`src/rtl/lab2_pkg.sv`:
```
// Shared Lab2 definitions: BIST controller states, vector count and the
// reference full-subtractor equation used by synthesizable checkers.
package lab2_pkg;

    typedef enum logic [1:0] {
        IDLE  = 2'd0,
        WAIT  = 2'd1,
        CHECK = 2'd2,
        DONE  = 2'd3
    } bist_state_t;

    localparam int NUM_VEC = 8;

    // Golden full subtractor x - y - z, returned as {borrow, difference}.
    function automatic logic [1:0] sub_golden(input logic x, input logic y, input logic z);
        logic b;
        logic d;
        d = x ^ y ^ z;
        b = (~x & y) | (~x & z) | (y & z);
        return {b, d};
    endfunction

endpackage

```
`src/rtl/lab2_sub_golden.sv`:
```
// Combinational reference full subtractor; kept as its own module so other
// Lab2 checkers can reuse the same golden response.
module lab2_sub_golden
    import lab2_pkg::*;
(
    input  logic x_i,
    input  logic y_i,
    input  logic z_i,
    output logic b_o,
    output logic d_o
);

    assign {b_o, d_o} = sub_golden(x_i, y_i, z_i);

endmodule

```
`src/rtl/lab2_sub_bist.sv`:
```
// Built-in self test for the Lab2 full subtractor. Walks {x,y,z} through
// 000..111, waits SETTLE_CYCLES per vector, compares the DUT's borrow and
// difference against the golden model and counts mismatches (saturating).
// Optional first-failure capture: define LAB2_SUB_BIST_FAIL_CAPTURE_EN to
// add the fail_vec port and its register.
module lab2_sub_bist
    import lab2_pkg::*;
#(
    parameter int SETTLE_CYCLES = 2,   // legal 1..15
    parameter int ERR_W         = 4
) (
    input  logic             clk,
    input  logic             rst,
    input  logic             start,
    input  logic             dut_b,
    input  logic             dut_d,
    output logic             x,
    output logic             y,
    output logic             z,
    output logic             busy,
    output logic             done,
    output logic             pass,
    output logic [ERR_W-1:0] err_cnt
`ifdef LAB2_SUB_BIST_FAIL_CAPTURE_EN
    ,
    output logic [2:0]       fail_vec
`endif
);

    localparam int               CNT_W    = 4;
    localparam logic [CNT_W-1:0] CNT_LAST = CNT_W'(SETTLE_CYCLES - 1);
    localparam logic [ERR_W-1:0] ERR_MAX  = {ERR_W{1'b1}};
    localparam logic [2:0]       VEC_LAST = 3'(NUM_VEC - 1);

    bist_state_t      state_q, state_d;
    logic [2:0]       vec_q, vec_d;
    logic [CNT_W-1:0] cnt_q, cnt_d;
    logic [ERR_W-1:0] err_q, err_d;
`ifdef LAB2_SUB_BIST_FAIL_CAPTURE_EN
    logic [2:0]       fail_q, fail_d;
`endif

    logic gold_b;
    logic gold_d;
    logic mismatch;

    // The stimulus register doubles as the vector index, so the golden
    // model sees exactly what the DUT sees.
    lab2_sub_golden u_golden (
        .x_i (vec_q[2]),
        .y_i (vec_q[1]),
        .z_i (vec_q[0]),
        .b_o (gold_b),
        .d_o (gold_d)
    );

    // Either wrong bit counts as a single error for this vector.
    assign mismatch = (dut_b != gold_b) || (dut_d != gold_d);

    // State and datapath registers; reset returns everything to idle/zero.
    always_ff @(posedge clk or posedge rst) begin
        if (rst) begin
            state_q <= IDLE;
            vec_q   <= '0;
            cnt_q   <= '0;
            err_q   <= '0;
`ifdef LAB2_SUB_BIST_FAIL_CAPTURE_EN
            fail_q  <= '0;
`endif
        end else begin
            state_q <= state_d;
            vec_q   <= vec_d;
            cnt_q   <= cnt_d;
            err_q   <= err_d;
`ifdef LAB2_SUB_BIST_FAIL_CAPTURE_EN
            fail_q  <= fail_d;
`endif
        end
    end

    // Next-state logic: settle each vector, check it once, then advance.
    always_comb begin
        state_d = state_q;
        vec_d   = vec_q;
        cnt_d   = cnt_q;
        err_d   = err_q;
`ifdef LAB2_SUB_BIST_FAIL_CAPTURE_EN
        fail_d  = fail_q;
`endif
        case (state_q)
            IDLE, DONE: begin
                // A new run is only accepted when not busy.
                if (start) begin
                    state_d = WAIT;
                    vec_d   = '0;
                    cnt_d   = '0;
                    err_d   = '0;
`ifdef LAB2_SUB_BIST_FAIL_CAPTURE_EN
                    fail_d  = '0;
`endif
                end
            end
            WAIT: begin
                if (cnt_q == CNT_LAST) begin
                    state_d = CHECK;
                end else begin
                    cnt_d = cnt_q + 1'b1;
                end
            end
            CHECK: begin
                if (mismatch) begin
                    if (err_q != ERR_MAX) begin
                        err_d = err_q + 1'b1;
                    end
`ifdef LAB2_SUB_BIST_FAIL_CAPTURE_EN
                    // Count is still zero only on the first mismatch of the run.
                    if (err_q == '0) begin
                        fail_d = vec_q;
                    end
`endif
                end
                if (vec_q == VEC_LAST) begin
                    // vec stays at 111, which is what DONE drives.
                    state_d = DONE;
                end else begin
                    state_d = WAIT;
                    vec_d   = vec_q + 1'b1;
                    cnt_d   = '0;
                end
            end
            default: begin
                state_d = IDLE;
            end
        endcase
    end

    assign {x, y, z} = vec_q;
    assign busy      = (state_q == WAIT) || (state_q == CHECK);
    assign done      = (state_q == DONE);
    assign pass      = (state_q == DONE) && (err_q == '0);
    assign err_cnt   = err_q;
`ifdef LAB2_SUB_BIST_FAIL_CAPTURE_EN
    assign fail_vec  = fail_q;
`endif

endmodule

```
`config.mk`:
```
export PLATFORM = sky130hd
export DESIGN_NAME = lab2_sub_bist
export DESIGN_NICKNAME = d
export VERILOG_FILES = /design/src/rtl/lab2_pkg.sv /design/src/rtl/lab2_sub_golden.sv /design/src/rtl/lab2_sub_bist.sv
export SDC_FILE = /design/constraint.sdc
export NUM_CORES = 1
export LEC_CHECK = 0
export CAP_MARGIN = 20
export CORE_MARGIN = 3
export CORE_UTILIZATION = 50
export DETAILED_ROUTE_END_ITERATION = 8
export GPL_TIMING_DRIVEN = 1
export PLACE_DENSITY = 0.76
export REMOVE_ABC_BUFFERS = 1
export SETUP_SLACK_MARGIN = 0.4
export SYNTH_ARGS = -nofsm -noshare
export SYNTH_HDL_FRONTEND = slang
export SYNTH_SLANG_ARGS = --single-unit
```
`constraint.sdc`:
```
create_clock -name clk -period 4.6 [get_ports clk]
set_input_delay 0.92 -clock clk [delete_from_list [all_inputs] [get_ports clk]]
set_output_delay 0.92 -clock clk [all_outputs]
set_load 0.005 [all_outputs]
```
==> out/qor.txt <==
fraction of layout cells with a size suffix above 1 - 8.93%
crit path kind - flip-flop to output port
die height - 48.6 um
Synth cell types - 38
DRC Markers - 0
cts repair resizes - 0
reg-to-reg endpoint - err_cnt[3]
Layout area overhead - 21.1%
cell taking the most area after synthesis - dfrtp_1
Avg Synthesized Cell Area - 9.54 um^2
# clock sinks - 13
Slew @ Worst Pin - 513 ps
CTS tree - done
ys flop type - dfrtp_1
row cnt - 14
asr flop ratio synth - 100%
Worst Hold End - cnt_q[3]
leading cell type by number of instances after synthesis - dfrtp_1
skew final - 2.56 ps
PortBufs - 14
post-route ant nets - 0
unrepaired setup endpoints after global routing - false
Ys Warns - 0
worst r2r src - vec_q[2]
Leakage - 0.481 nW
DR vias/cell - 5.49
non-filler cells, final - 136
CTS buffer count - 3
TritonRoute pass-1 iters - 4
Clock transition at path regs - 80 ps
Top-Level Pins - 15
WP data arrival - 1740 ps
setup TNS - 0 ps
startpoint types - flip-flop
clock buffer depth - 2
initial antenna violation count - 0
EDFF count, synth - 0
Mapped Area - 906 um^2
top cells by count, synth - dfrtp_1 (13), inv_1 (11), ha_1 (10), nand2_1 (7), a21oi_1 (6)
r2r setup slk - 2700 ps
n_diodes - 0
Slew HR - 65.8%
Total GRT Usage - 17.0%
part of the cycle the worst path needs - 57.8%
Skew-Pair Late Insertion Delay - 280 ps
reg2reg path depth - 6
Hold-fix buffers, CTS - 0
Pins Over Slew Limit - 0
largest net degree at the start of global routing - 14
worst-path maximum fanout - 7
die width - 48.6 um
Initial Utilization - 56.2%
Final Hold Viols - 0
Tightest Hold Check Type - flip-flop to flip-flop
grt total ovfl - 0
Pwr Density - 480 nW/um^2
post-CTS setup buffer count - 0
required time worst endpoint - 3680 ps
# fillers - 138
die area - 2360 um^2
Final nets - 129
Root Buffer - clkbuf_4
synth top area cells - dfrtp_1 (36%), ha_1 (14%), inv_1 (4.6%), a22o_1 (3.9%), a21oi_1 (3.3%)
first-pass GRT wire length - 3090 um
Post-Place Cells - 132
Max-Cap Viols - 0
Avg WL per Cell - 13.2 um
hold path cells - 2
status - completed
register area share after synthesis - 35.9%
Vias - 747
DR iter-0 viols - 16
Final HPWL DP - 1410 um
Max IR drop VDD - 0.000265 V
fin crit period - 2660 ps
Hold Crit Start - cnt_q[3]
Yosys top cell area share - 35.9%
placer congestion estimate - 0.759
Post-Syn Instances - 95
H-Tree Depth - 1
Routed WL - 1800 um
final setup fails - 0
CP endpoint kind - output port
Peak Freq - 376 MHz
via count of the first global-routing pass - 694
Yosys reg bits - 13
core area - 1610 um^2
report_power, final:
part           leakage [nW]  internal [mW]  total, mW  switching [mW]
clock                0.0150         0.0337     0.0733          0.0396
combinational         0.291          0.129      0.285           0.155
sequential            0.176          0.138      0.168          0.0302
total                 0.481          0.301      0.526           0.225
metrics by stage:
| stage | utilization [%] | setup WS [ps] | cell area [um^2] | power, mW | hold WS (ps) |
|---|---|---|---|---|---|
| after floorplan | - | 2820 | 901 | 0.367 | 516 |
| after global placement | 66.5 | 2310 | 1070 | 0.444 | 555 |
| after detailed placement | 66.5 | 2260 | 1070 | 0.452 | 574 |
| after CTS | 68.1 | 1940 | 1100 | 0.526 | 589 |
| after global routing | 68.1 | 1870 | 1100 | 0.572 | 611 |
| final | 68.1 | 1940 | 1100 | 0.526 | 586 |
cells in the final DEF (no fill, tap or decap):
cell type        count
o21ai_1              1
o31ai_1              1
o21ai_0              2
dfrtp_1             13
fa_1                 1
nor3b_2              1
and2b_1              1
o32ai_1              1
nand2_2              1
ha_1                10
nand2b_1             2
a21oi_1              6
xor2_1               1
a22o_1               4
clkbuf_1             1
nor2_2               1
nand4_1              2
nand2_1              7
mux2i_1              1
or3_4                1
o22ai_2              1
nor3_1               2
a22oi_1              1
clkdlybuf4s50_1     14
and2_1               1
a2bb2oi_1            2
and3_1               1
nor2b_1              1
inv_1               11
a31oi_1              1
o41ai_1              2
o22ai_1              1
o221ai_1             2
clkbuf_4             3
nor2_1               5
mux2_2               1
o21a_1               1
xnor2_1              1
nand3_1              2
o21ai_2              1
layer usage:
metal,track usage [%],part of all wire [%],vias to the layer above
met5,0,0,-
li1,-,-,375
met1,21.4,50,358
met3,6.44,3.9,2
met2,27.3,46,12
met4,4.27,0.56,0
cell families (layout without fill, tap and decap cells):
family | after synthesis | after routing | share of synthesized area (%)
AOI/OAI and AO/OA | 27 | 27 | 21.8
adders and majority gates | 11 | 11 | 16.0
DFF | 13 | 13 | 35.9
buffers and inverters | 12 | 29 | 5.11
muxes | 2 | 2 | 2.35
xor gates and xnor gates | 2 | 2 | 1.93
and+or+nand+nor | 28 | 28 | 16.9
worst max-delay path by stage:
stage,slack [ps],startpoint,end
2_1_floorplan,2820,state_q[0],busy
3_3_place_gp,2310,state_q[0],busy
3_5_place_dp,2260,state_q[0],busy
4_1_cts,1940,state_q[0],busy
5_1_grt,1870,state_q[0],busy
6_report,1940,state_q[0],busy
flip-flops by register name, indices dropped and copies added, names as in the netlist:
name	cells
state_q	2
vec_q	3
cnt_q	4
err_cnt	4
area by class of cell:
cell class | instances | area (um^2) | share of cell area, %
well taps | 24 | 30.0 | 2.74
repair buffers | 14 | 140 | 12.8
clock buffers | 4 | 26.3 | 2.39
multi-input cells | 70 | 534 | 48.7
flip-flops and latches | 13 | 325 | 29.6
inverters | 11 | 41.3 | 3.76
critical path, cell delays in order (launching register included):
cell,delay [ps]
dfrtp_1,440
inv_1,80
ha_1,380
inv_1,80
clkdlybuf4s50_1,490
No activity file was read; power rests on OpenSTA's default activity.
